$ cat src/rtl/adcfifo_wr_packer_if.sv
// Sample stream from the ADC sampler into the FIFO write packer.
interface adcfifo_wr_packer_if #(
   parameter int IN_WIDTH = 16
);
   logic [IN_WIDTH-1:0] s_data;
   logic                s_valid;
   logic                s_last;
   logic                s_ready;

   modport master (output s_data, output s_valid, output s_last, input s_ready);
   modport slave  (input s_data, input s_valid, input s_last, output s_ready);
endinterface

$ cat src/rtl/adcfifo_wr_packer.sv
// Packs PACK narrow ADC samples into one FIFO word and feeds the FIFO write port
// through a 2-entry skid queue; backpressure reaches the sampler via s_ready.
module adcfifo_wr_packer #(
   parameter int IN_WIDTH  = 16,
   parameter int PACK      = 4,
   parameter int WRITE_LOW = 1
) (
   input  logic                     clk,
   input  logic                     rst,
   adcfifo_wr_packer_if.slave       s,
   input  logic                     fifo_full,
   output logic                     fifo_wr_en,
   output logic [IN_WIDTH*PACK-1:0] fifo_din,
   output logic [15:0]              words_wr,
   output logic                     partial_wr
);
   localparam int W  = IN_WIDTH * PACK;
   localparam int LW = (PACK > 1) ? $clog2(PACK) : 1;
   localparam logic [LW-1:0] LAST_LANE = LW'(PACK - 1);

   logic          running;
   logic [LW-1:0] lane, lane_nxt;
   logic [W-1:0]  asm_q, asm_nxt, word;
   logic [W-1:0]  q_data [2];
   logic          q_pad  [2];
   logic [1:0]    q_cnt;
   logic          accept, complete, pad, push, wr;
   int unsigned   base;

   // running keeps s_ready low while reset is held, without a path from any data input
   assign s.s_ready  = running && (q_cnt != 2'd2);
   assign accept     = s.s_valid && s.s_ready;
   assign wr         = (q_cnt != 2'd0) && !fifo_full;
   assign fifo_wr_en = (WRITE_LOW != 0) ? !wr : wr;
   assign fifo_din   = q_data[0];

   always_comb begin
      base     = 32'(lane) * IN_WIDTH;
      word     = asm_q;
      word[base +: IN_WIDTH] = s.s_data;
      complete = (lane == LAST_LANE) || s.s_last;
      pad      = s.s_last && (lane != LAST_LANE);
      push     = accept && complete;
      lane_nxt = lane;
      asm_nxt  = asm_q;
      if (accept) begin
         if (complete) begin
            lane_nxt = '0;
            asm_nxt  = '0;
         end else begin
            lane_nxt = lane + 1'b1;
            asm_nxt  = word;
         end
      end
   end

   always_ff @(posedge clk or negedge rst) begin
      if (!rst) begin
         running    <= 1'b0;
         lane       <= '0;
         asm_q      <= '0;
         q_data[0]  <= '0;
         q_data[1]  <= '0;
         q_pad[0]   <= 1'b0;
         q_pad[1]   <= 1'b0;
         q_cnt      <= '0;
         words_wr   <= '0;
         partial_wr <= 1'b0;
      end else begin
         running <= 1'b1;
         lane    <= lane_nxt;
         asm_q   <= asm_nxt;
         // entry 0 is always the head; a pop shifts entry 1 down, a push lands behind it
         case ({push, wr})
            2'b01: begin
               q_data[0] <= q_data[1];
               q_pad[0]  <= q_pad[1];
               q_cnt     <= q_cnt - 2'd1;
            end
            2'b10: begin
               if (q_cnt == 2'd0) begin
                  q_data[0] <= word;
                  q_pad[0]  <= pad;
               end else begin
                  q_data[1] <= word;
                  q_pad[1]  <= pad;
               end
               q_cnt <= q_cnt + 2'd1;
            end
            2'b11: begin
               if (q_cnt == 2'd1) begin
                  q_data[0] <= word;
                  q_pad[0]  <= pad;
               end else begin
                  q_data[0] <= q_data[1];
                  q_pad[0]  <= q_pad[1];
                  q_data[1] <= word;
                  q_pad[1]  <= pad;
               end
            end
            default: ;
         endcase
         if (wr) begin
            words_wr   <= words_wr + 16'd1;
            partial_wr <= partial_wr | q_pad[0];
         end
      end
   end
endmodule

$ cat src/flat_wrapper.sv
// flat-port wrapper written by rule: the top's interface ports become plain ports
module adcfifo_wr_packer_flat 
#(
   parameter int IN_WIDTH  = 16,
   parameter int PACK      = 4,
   parameter int WRITE_LOW = 1
)
  (clk, rst, fifo_full, fifo_wr_en, fifo_din, words_wr, partial_wr, s_s_data, s_s_valid, s_s_last, s_s_ready);
  adcfifo_wr_packer_if #(.IN_WIDTH(IN_WIDTH)) s_i ();
  input  logic clk;
  input  logic rst;
  input  logic fifo_full;
  output logic fifo_wr_en;
  output logic [IN_WIDTH*PACK-1:0] fifo_din;
  output logic [15:0] words_wr;
  output logic partial_wr;
  input wire logic [$bits(s_i.s_data)-1:0] s_s_data;
  input wire logic [$bits(s_i.s_valid)-1:0] s_s_valid;
  input wire logic [$bits(s_i.s_last)-1:0] s_s_last;
  output wire logic [$bits(s_i.s_ready)-1:0] s_s_ready;
  assign s_i.s_data = s_s_data;
  assign s_i.s_valid = s_s_valid;
  assign s_i.s_last = s_s_last;
  assign s_s_ready = s_i.s_ready;
  adcfifo_wr_packer #(.IN_WIDTH(IN_WIDTH), .PACK(PACK), .WRITE_LOW(WRITE_LOW)) u_core (.clk(clk), .rst(rst), .s(s_i), .fifo_full(fifo_full), .fifo_wr_en(fifo_wr_en), .fifo_din(fifo_din), .words_wr(words_wr), .partial_wr(partial_wr));
endmodule
$ cat config.mk
export PLATFORM = sky130hd
export DESIGN_NAME = adcfifo_wr_packer_flat
export DESIGN_NICKNAME = d
export VERILOG_FILES = /design/src/rtl/adcfifo_wr_packer_if.sv /design/src/rtl/adcfifo_wr_packer.sv /design/src/flat_wrapper.sv
export SDC_FILE = /design/constraint.sdc
export NUM_CORES = 1
export LEC_CHECK = 0
export BUFFER_PORTS_ARGS = -buffer_cell sky130_fd_sc_hd__buf_4
export CAP_MARGIN = 20
export CORE_MARGIN = 1.5
export CORE_UTILIZATION = 55
export CTS_CLUSTER_DIAMETER = 120
export CTS_CLUSTER_SIZE = 28
export DETAILED_ROUTE_END_ITERATION = 10
export PLACE_DENSITY = 0.75
export SLEW_MARGIN = 20
export SYNTH_ARGS = -nofsm -noshare
export SYNTH_HDL_FRONTEND = slang
export SYNTH_SLANG_ARGS = --single-unit
export TNS_END_PERCENT = 20
$ cat constraint.sdc
create_clock -name clk -period 3.4 [get_ports clk]
set_input_delay 0.51 -clock clk [delete_from_list [all_inputs] [get_ports clk]]
set_output_delay 0.51 -clock clk [all_outputs]
set_load 0.02 [all_outputs]
# After elaboration in Yosys (flattened, before gate mapping)
# Index checks and enable logic that the tools add are counted.
# totals
register_bits,216
inputBits,21
output_inout_bits,83
elab_cells,59
# op_classes
add_sub_neg,5
eq_ne,10
shift,2
muxes,16
bitwise,1
reduce_logical,15
# ops
op,n
$mux 64,5
$pmux 64 s3,1
$pmux 64 s2,1
$bwmux 64,1
$shift 16x34->64 const A,1
$shiftx 16x34->64,1
$neg 6->34,1
$add 16x1->16 const B,1
$ne 2x2->1 const B,4
$eq 2x2->1 const B,3
$reduce_bool 2->1,3
$logic_and 1x1->1,5
$add 2x1->2 const B,2
$eq 2x1->1 const B,2
$mux 1,4
$pmux 2 s2,1
$pmux 1 s3,1
$reduce_and 3->1,1
$reduce_bool 3->1,1
$logic_not 1->1,2
$logic_not 2->1,1
$mux 2,1
$ne 2x1->1 const B,1
$pmux 1 s2,1
other kinds (4),4

# Logic depth before layout (Yosys ltp)
# Gate-level depths: netlist of run 1.
# logic_depth
word_depth,7
depth_mapped,13
mapped_depth_nobuf,9

# Worst setup path before layout of run 1
# No wires, ideal clock.
# synth_path
kind,register -> register
start,reg u_core.q_cnt[0]
end,"reg u_core.q_data, in the netlist u_core.fifo_din[38]"
setup_time_ns,0.088
t_arrival_ns,2.415
required_ns,3.312
path_slack_ns,0.897
stages_incl_launch_ff,11
n_path_buf,2
synth_period_minus_slack_ns,2.503
path_cell_list,dfrtp_1 -> inv_1 -> ha_1 -> nor2_1 -> inv_1 -> ha_1 -> buf_4 -> nor2_1 -> clkbuf_1 -> o21ai_0 -> a41oi_1
# synth_between
elab_cells_between_ends,16
cone_classes,eq/ne: 6; mux: 2; reduce/logical: 8
# synth_rtl
element,line,rtl
from (decl),adcfifo_wr_packer.sv:26,logic [1:0] q_cnt;
from (signal assigned),adcfifo_wr_packer.sv:78,q_cnt <= q_cnt - 2'd1;
from (signal assigned),adcfifo_wr_packer.sv:88,q_cnt <= q_cnt + 2'd1;
$reduce_bool 2->1 (*),adcfifo_wr_packer.sv:33,assign wr = (q_cnt != 2'd0) && !fifo_full;
$logic_and 1x1->1 (*),adcfifo_wr_packer.sv:33,
named net u_core.wr,adcfifo_wr_packer.sv:27,"logic accept, complete, pad, push, wr;"
$eq 2x2->1 or $eq 2x1->1 (tied branches),adcfifo_wr_packer.sv:74,"case ({push, wr})"
$ne 2x1->1 (no line) or $reduce_bool 3->1 (tied branches),n/a,
$reduce_and 2->1 (no line),n/a,
to (decl),adcfifo_wr_packer.sv:24,logic [W-1:0] q_data [2];
# The timed path passes the listed nets; every way through them passes the cells marked *.
# A chain may end at the register's enable or synchronous reset.

# Final worst setup path of run 1
# layout_path
start,reg u_core.lane[0]
end,"reg u_core.q_data, in the netlist u_core.fifo_din[42]"
# layout_between
elab_chain_cells,6
elab_cells_between_ends,16
cone_classes,add/sub: 1; eq/ne: 5; shift: 2; mux: 4; reduce/logical: 4
# layout_rtl
element,line,rtl
from (decl),adcfifo_wr_packer.sv:22,"logic [LW-1:0] lane, lane_nxt;"
from (signal assigned),adcfifo_wr_packer.sv:71,lane <= lane_nxt;
"parallel branches: the longest is 6 deep, another holds $neg 6->34",n/a,
# Parallel ways; which one is timed is not known. The select of a mux whose other input is x is not followed.

==> results of run 1 <==
sequential cells by signal (all words and copies together) (netlist names):
name / cells
u_core.partial_wr: 1
u_core.q_pad: 2
u_core.q_data: 64
u_core.q_cnt: 2
u_core.fifo_din: 64
u_core.words_wr: 16
u_core.asm_q: 64
u_core.running: 1
u_core.lane: 2
worst min-delay path by stage:
stage / startpoint / end / slack, ps / cells after the start
2_1_floorplan: rst / u_core.asm_q[0] / 210 / 0
3_3_place_gp: u_core.asm_q[48] / u_core.asm_q[48] / 450 / 2
3_5_place_dp: u_core.asm_q[31] / u_core.asm_q[31] / 460 / 2
4_1_cts: rst / u_core.words_wr[14] / 160 / 1
5_1_grt: rst / u_core.q_data[41] / 180 / 1
6_report: rst / u_core.q_data[41] / 130 / 1
cell type report:
type	instances	share of cell area
clock buffer	11	0.0249
sequential	216	0.490
multi-input combinational	671	0.362
timing repair buffer	128	0.0933
tap	229	0.0260
clock inverter	1	0.000794
inverter	10	0.00340
placed cells by master (no fill, tap or decap), types with 5 or more instances in the layout:
cell type,netlist,layout
dfrtp_1,216,216
o21ai_0,123,123
nand2_1,122,122
buf_4,69,122
a21oi_1,90,90
nor2_1,71,70
nor2b_1,45,44
a22o_1,30,30
a2bb2oi_1,29,29
a22oi_1,17,17
o21ai_1,15,15
a41oi_1,15,15
a222oi_1,15,15
ha_1,12,12
clkbuf_16,0,11
inv_1,10,10
xnor2_1,10,10
xor2_1,7,7
nand3_1,6,6
a32o_1,6,6
and2b_1,5,5
buf_12,0,5
routing by layer:
layer,vias to the layer above,part of all wire,track usage
li1,3573,-,-
met1,3789,0.44,0.364
met2,278,0.46,0.406
met3,38,0.066,0.0287
met4,0,0.027,0.0731
met5,-,0,0
per-stage QoR:
stage                     total power (W)  instance area, µm²  utilization  cells
after CTS                         0.00854               11000        0.608   1266
after detailed placement          0.00716               10700        0.592   1254
after global routing              0.00898               11000        0.608   1266
after floorplan                   0.00637               10300            -   1046
after global placement            0.00708               10700        0.592   1254
final                             0.00848               11000        0.608   1266
power by group:
part | internal [W] | switching, W
Sequential | 0.00323 | 0.000443
Combinational | 0.00138 | 0.00205
Clock | 0.000593 | 0.000787
worst reg2reg max path: stages (launching register included):
cell     delay [ps]
dfrtp_1         590
ha_1            290
nor2_1           80
nor2_1          140
ha_1            410
inv_1           170
a21oi_2         640
nand2_1         140
a41oi_1         250
cell families after synthesis:
logic type | share of synthesized area
AO/OA/AOI/OAI | 0.222
XOR/XNOR | 0.0144
adder cells (fa/ha/maj) | 0.0146
buffers and inverters | 0.0920
flip-flops | 0.524
multiplexers | 0.00631
other | 0.000364
AND/OR/NAND/NOR | 0.126
==> impl_metrics.toml, run 1 <==
[outcome]
status = "complete, but fails checks"
violations = "DRC"

[placement]
dp_hpwl_um = 15700
port_buffers = 103
dp_slack_ps = 384
gp_congestion = 0.844

[synthesis]
syn_area_per_cell_um2 = 9.86
ys_seq_elements = 216
synth_top_cell_by_area = "dfrtp_1"
ys_seq_area_frac = 0.524
syn_area_um2 = 10300
ys_types = 52
synth.most_common_cell = "dfrtp_1"
yosys_warnings = 0
syn_inst = 1046
ys_async_sr_fraction = 1.00
synthesis.nets = 1079
synth_enable_flop_cells = 0
synth_top_cells_by_count = "dfrtp_1, o21ai_0, nand2_1"
yosysTopAreaCellShare = 0.524
synth.area.top_cells = "dfrtp_1, o21ai_0, buf_4, nand2_1, a21oi_1"
synthFlopType = "dfrtp_1"

[cells_and_area]
syn_to_final_growth_pct = 7.00
regArea_um2 = 5410
final_layout_size_suffix_gt1_frac = 0.154
num-fill-cells = 1517
multi_input_area_um2 = 3990
final_nets = 1071
antennaDiodeCount = 0

[timing]
whs_ps = 129
hold_viol_final = 0
worst_slew_pin_slew_ps = 913
finalWorstSetupSlack_ps = 605
fin_crit_sh = 0.822
setup_viol = 0
fin_worst_skew_ps = 14.2
finalMaxSlewViolations = 0
fmax_ghz = 0.358
period_needed_ps = 2790
totalNegativeSetupSlack_ps = 0
slew_headroom = 0.387
rsz0062_at_grt = "no"

[die]
start_util = 0.568
die_w_um = 140
ios = 104
die-area_um2 = 19600
core_region_area_um2 = 18100
die_y_um = 140
row_count = 49

[pwr]
ir_drop_mv = 0.498
p_leak_nw = 4.86
pwr_density_cell_nw_per_um2 = 769

[setup_path]
path_buf_inv = 1
crit_start = "u_core.lane[0]"
crit_chain = "ha_1 -> nor2_1 -> nor2_1 -> ha_1 -> inv_1 -> a21oi_2 -> nand2_1 -> a41oi_1"
worstPathArrival_ps = 3170
crit_cells = 8
timing.rr.end = "u_core.fifo_din[42]"
slowest_delay_ps = 640
worstRegToRegCells = 8
required_ps = 3770
r2r_start = "u_core.lane[0]"
crit_fanout = 15
worstSetupStartpointType = "flop"
cp_top_family = "compound AO/OA/AOI/OAI gates"
crit_type = "flop to flop"
r2r_setup_slack_ps = 610
crit_path_end = "u_core.fifo_din[42]"
crit_path_top_delay_cell = "a21oi_2"
critPathCaptureType = "flop"

[detailed_routing]
postRouteAntennaNets = 0
vias_per_cell = 6.06
drc = 7
wire_per_inst_um = 19.3
wirelength_um = 24400
vias = 7678
drtIter0Drc = 630
dr.pass1.iters = 8

[clock_tree]
cts_root_buffer = "clkbuf_16"
clkLatencyLatePin_ps = 460
cts.sinks = 216
ctsResizeCount = 0
cts_buffers = 11
path_clk_slew_ps = 110
cts_setup_buffers = 0
cts_hold_buf = 0
clockBufferDepth = 3
cts_tree = "done"
h-tree-depth = 1

[global_route]
grt_pass1_wl_um = 39500
grt-ovfl-total = 0
grt_util_all_layers = 0.252
grt_max_degree = 99
antenna_found_initial = 0
grt_pass1_vias = 7366

[flow_run]
maxCapViolCount = 0

[hold_path]
min_path_type = "primary input to asynchronous set/reset pin"
Power figures use the tool's default switching activity.
==> run 2, diff against run 1 <==
- CORE_UTILIZATION: 55 -> 54
- PLACE_DENSITY: 0.75 -> 0.77
- clock period: 3.4 -> 2.31 ns (I/O delays scaled with it)
==> run 2 against run 1 <==
Against the previous run: the flow now finishes without violations; via count increased by 3.0%; non-clock buffer count increased by 37; worst hold slack improved by 82 ps; worst setup slack got worse by 580 ps; combinational power increased by 63%; final cell count increased by 3.3%; design area increased by 5.1%; clock-buffer cell count unchanged; critical path depth increased by 2; clock skew increased by 6.0 ps; critical path type unchanged; highest routed layer unchanged.
==> impl_metrics.toml, run 2 (synthesis results as in run 1) <==
[timing]
fin_worst_skew_ps = 20.2
finalWorstSetupSlack_ps = 26.1
fmax_ghz = 0.438
fin_crit_sh = 0.989
whs_ps = 210
period_needed_ps = 2280
hold_viol_final = 0
rsz0062_at_grt = "yes"
slew_headroom = 0.635
worst_slew_pin_slew_ps = 548
finalMaxSlewViolations = 0
setup_viol = 0

[cells_and_area]
mostFrequentLayoutCell = "dfrtp_1"
antennaDiodeCount = 0
regArea_um2 = 5410
mostFrequentLayoutCells = "dfrtp_1, buf_4, nand2_1"
final_nets = 1108
final_area_um2 = 11600
num-fill-cells = 1516
postLayoutCoreUtil = 0.620
final_layout_size_suffix_gt1_frac = 0.194
syn_to_final_growth_pct = 12.4
multi_input_area_um2 = 4040

[placement]
dp_slack_ps = -152
dp_hpwl_um = 16300
gp_congestion = 0.855
port_buffers = 103
dpl_cell_area_um2 = 11000

[global_route]
grt_pass1_wl_um = 40600
grt_pass1_vias = 7561
grt-ovfl-total = 0
antenna_found_initial = 0
grt_max_degree = 62
grt_util_all_layers = 0.254

[die]
die_w_um = 141
die_y_um = 141
die-area_um2 = 19900
row_count = 50
core_region_area_um2 = 18700
start_util = 0.551
ios = 104

[setup_path]
worstPathArrival_ps = 2630
cpMostUsedCell = "buf_6"
crit_chain = "ha_4 -> nand3b_1 -> nor2_2 -> ha_2 -> buf_6 -> mux2i_4 -> buf_6 -> clkbuf_16 -> a222oi_1 -> a21oi_1"
crit_path_top_delay_cell = "dfrtp_1"
crit_fanout = 11
worstSetupStartpointType = "flop"
crit_type = "flop to flop"
required_ps = 2660
critPathCaptureType = "flop"
slowest_delay_ps = 430

[clock_tree]
clockBufferDepth = 3
cts_buffers = 11
h-tree-depth = 1
cts.sinks = 216
cts_tree = "done"
clkLatencyLatePin_ps = 460
cts_root_buffer = "clkbuf_16"
path_clk_slew_ps = 110

[pwr]
p_leak_nw = 5.12
pwr_density_cell_nw_per_um2 = 1120
p_int_w = 0.00802
switching_power_w = 0.00502
p_clk_frac = 0.156
p_sw_frac = 0.385
ir_drop_mv = 0.606
seqPwrFrac = 0.412
pwr-share-comb = 0.431
power.total_w = 0.0130

[detailed_routing]
dr.pass1.iters = 9
wire_per_inst_um = 19.6
drc = 0
wirelength_um = 25600
drtIter0Drc = 661
vias = 7911
vias_per_cell = 6.05
postRouteAntennaNets = 0

[outcome]
status = "finished clean"

[hold_path]
min_path_type = "primary input to flop"

[flow_run]
maxCapViolCount = 0
## run 2: cell count changes in the layout (fill, tap and decap cells not counted), sizes merged
cell	delta
clkbuf	+3
dlygate4sd3	+1
buf	+33
## run 2: timing repair
item | 4_1_cts | 5_1_grt
buffers inserted | 2 | 6
gates cloned | 1 | 3
hold buffers | 1 | 0
endpoints found under the setup margin | 118 | 76
endpoints found under the hold margin | 56 | 0
gates resized for setup | 12 | 16
pin swaps | 3 | 17
## run 2: power by group through the flow
stage               Combinational, W  Clock [W]  Sequential, W
floorplan                    0.00406          0        0.00534
global placement             0.00523          0        0.00541
detailed placement           0.00536          0        0.00544
CTS                          0.00546    0.00208        0.00536
global route                 0.00605    0.00221        0.00549
finish                       0.00562    0.00204        0.00538
## run 2: final timing paths
check / to / slack, ps / cells past startpoint / start
max: u_core.fifo_din[8] / 30 / 10 / u_core.q_cnt[1]
min: u_core.asm_q[2] / 210 / 2 / s_s_data[2]
max reg2reg: u_core.fifo_din[8] / 30 / 10 / u_core.q_cnt[1]
min reg2reg: u_core.asm_q[57] / 480 / 2 / u_core.asm_q[57]
max in group asynchronous: u_core.q_data[24] / 1150 / 3 / rst
min in group asynchronous: u_core.words_wr[8] / 430 / 2 / rst
## run 2: layout make-up
type | count | area share
Clock buffer | 11 | 0.0237
Clock inverter | 1 | 0.000755
Inverter | 10 | 0.00324
Multi-Input combinational cell | 671 | 0.349
Sequential cell | 216 | 0.466
Tap cell | 234 | 0.0253
Timing Repair Buffer | 165 | 0.132
## run 2: critical path, delay by kind of cell (launching register included)
family          cells  cell delay, ps
fa+ha+maj           2             380
flops               1             430
simple gates        2             340
compound gates      2             460
buf+inv             3             470
mux                 1              70
## run 2: metal layers
metal | up-vias | share of wire | track usage
li1 | 3652 | - | -
met1 | 3912 | 0.43 | 0.361
met2 | 310 | 0.48 | 0.410
met3 | 37 | 0.069 | 0.0428
met4 | 0 | 0.018 | 0.0592
met5 | - | 0 | 0
## run 2: stage by stage
stage / TNS [ps] / cells
after floorplan: -521 / 1046
after global placement: -4340 / 1282
after detailed placement: -2210 / 1283
after CTS: 0 / 1299
after global routing: -243 / 1308
final: 0 / 1308
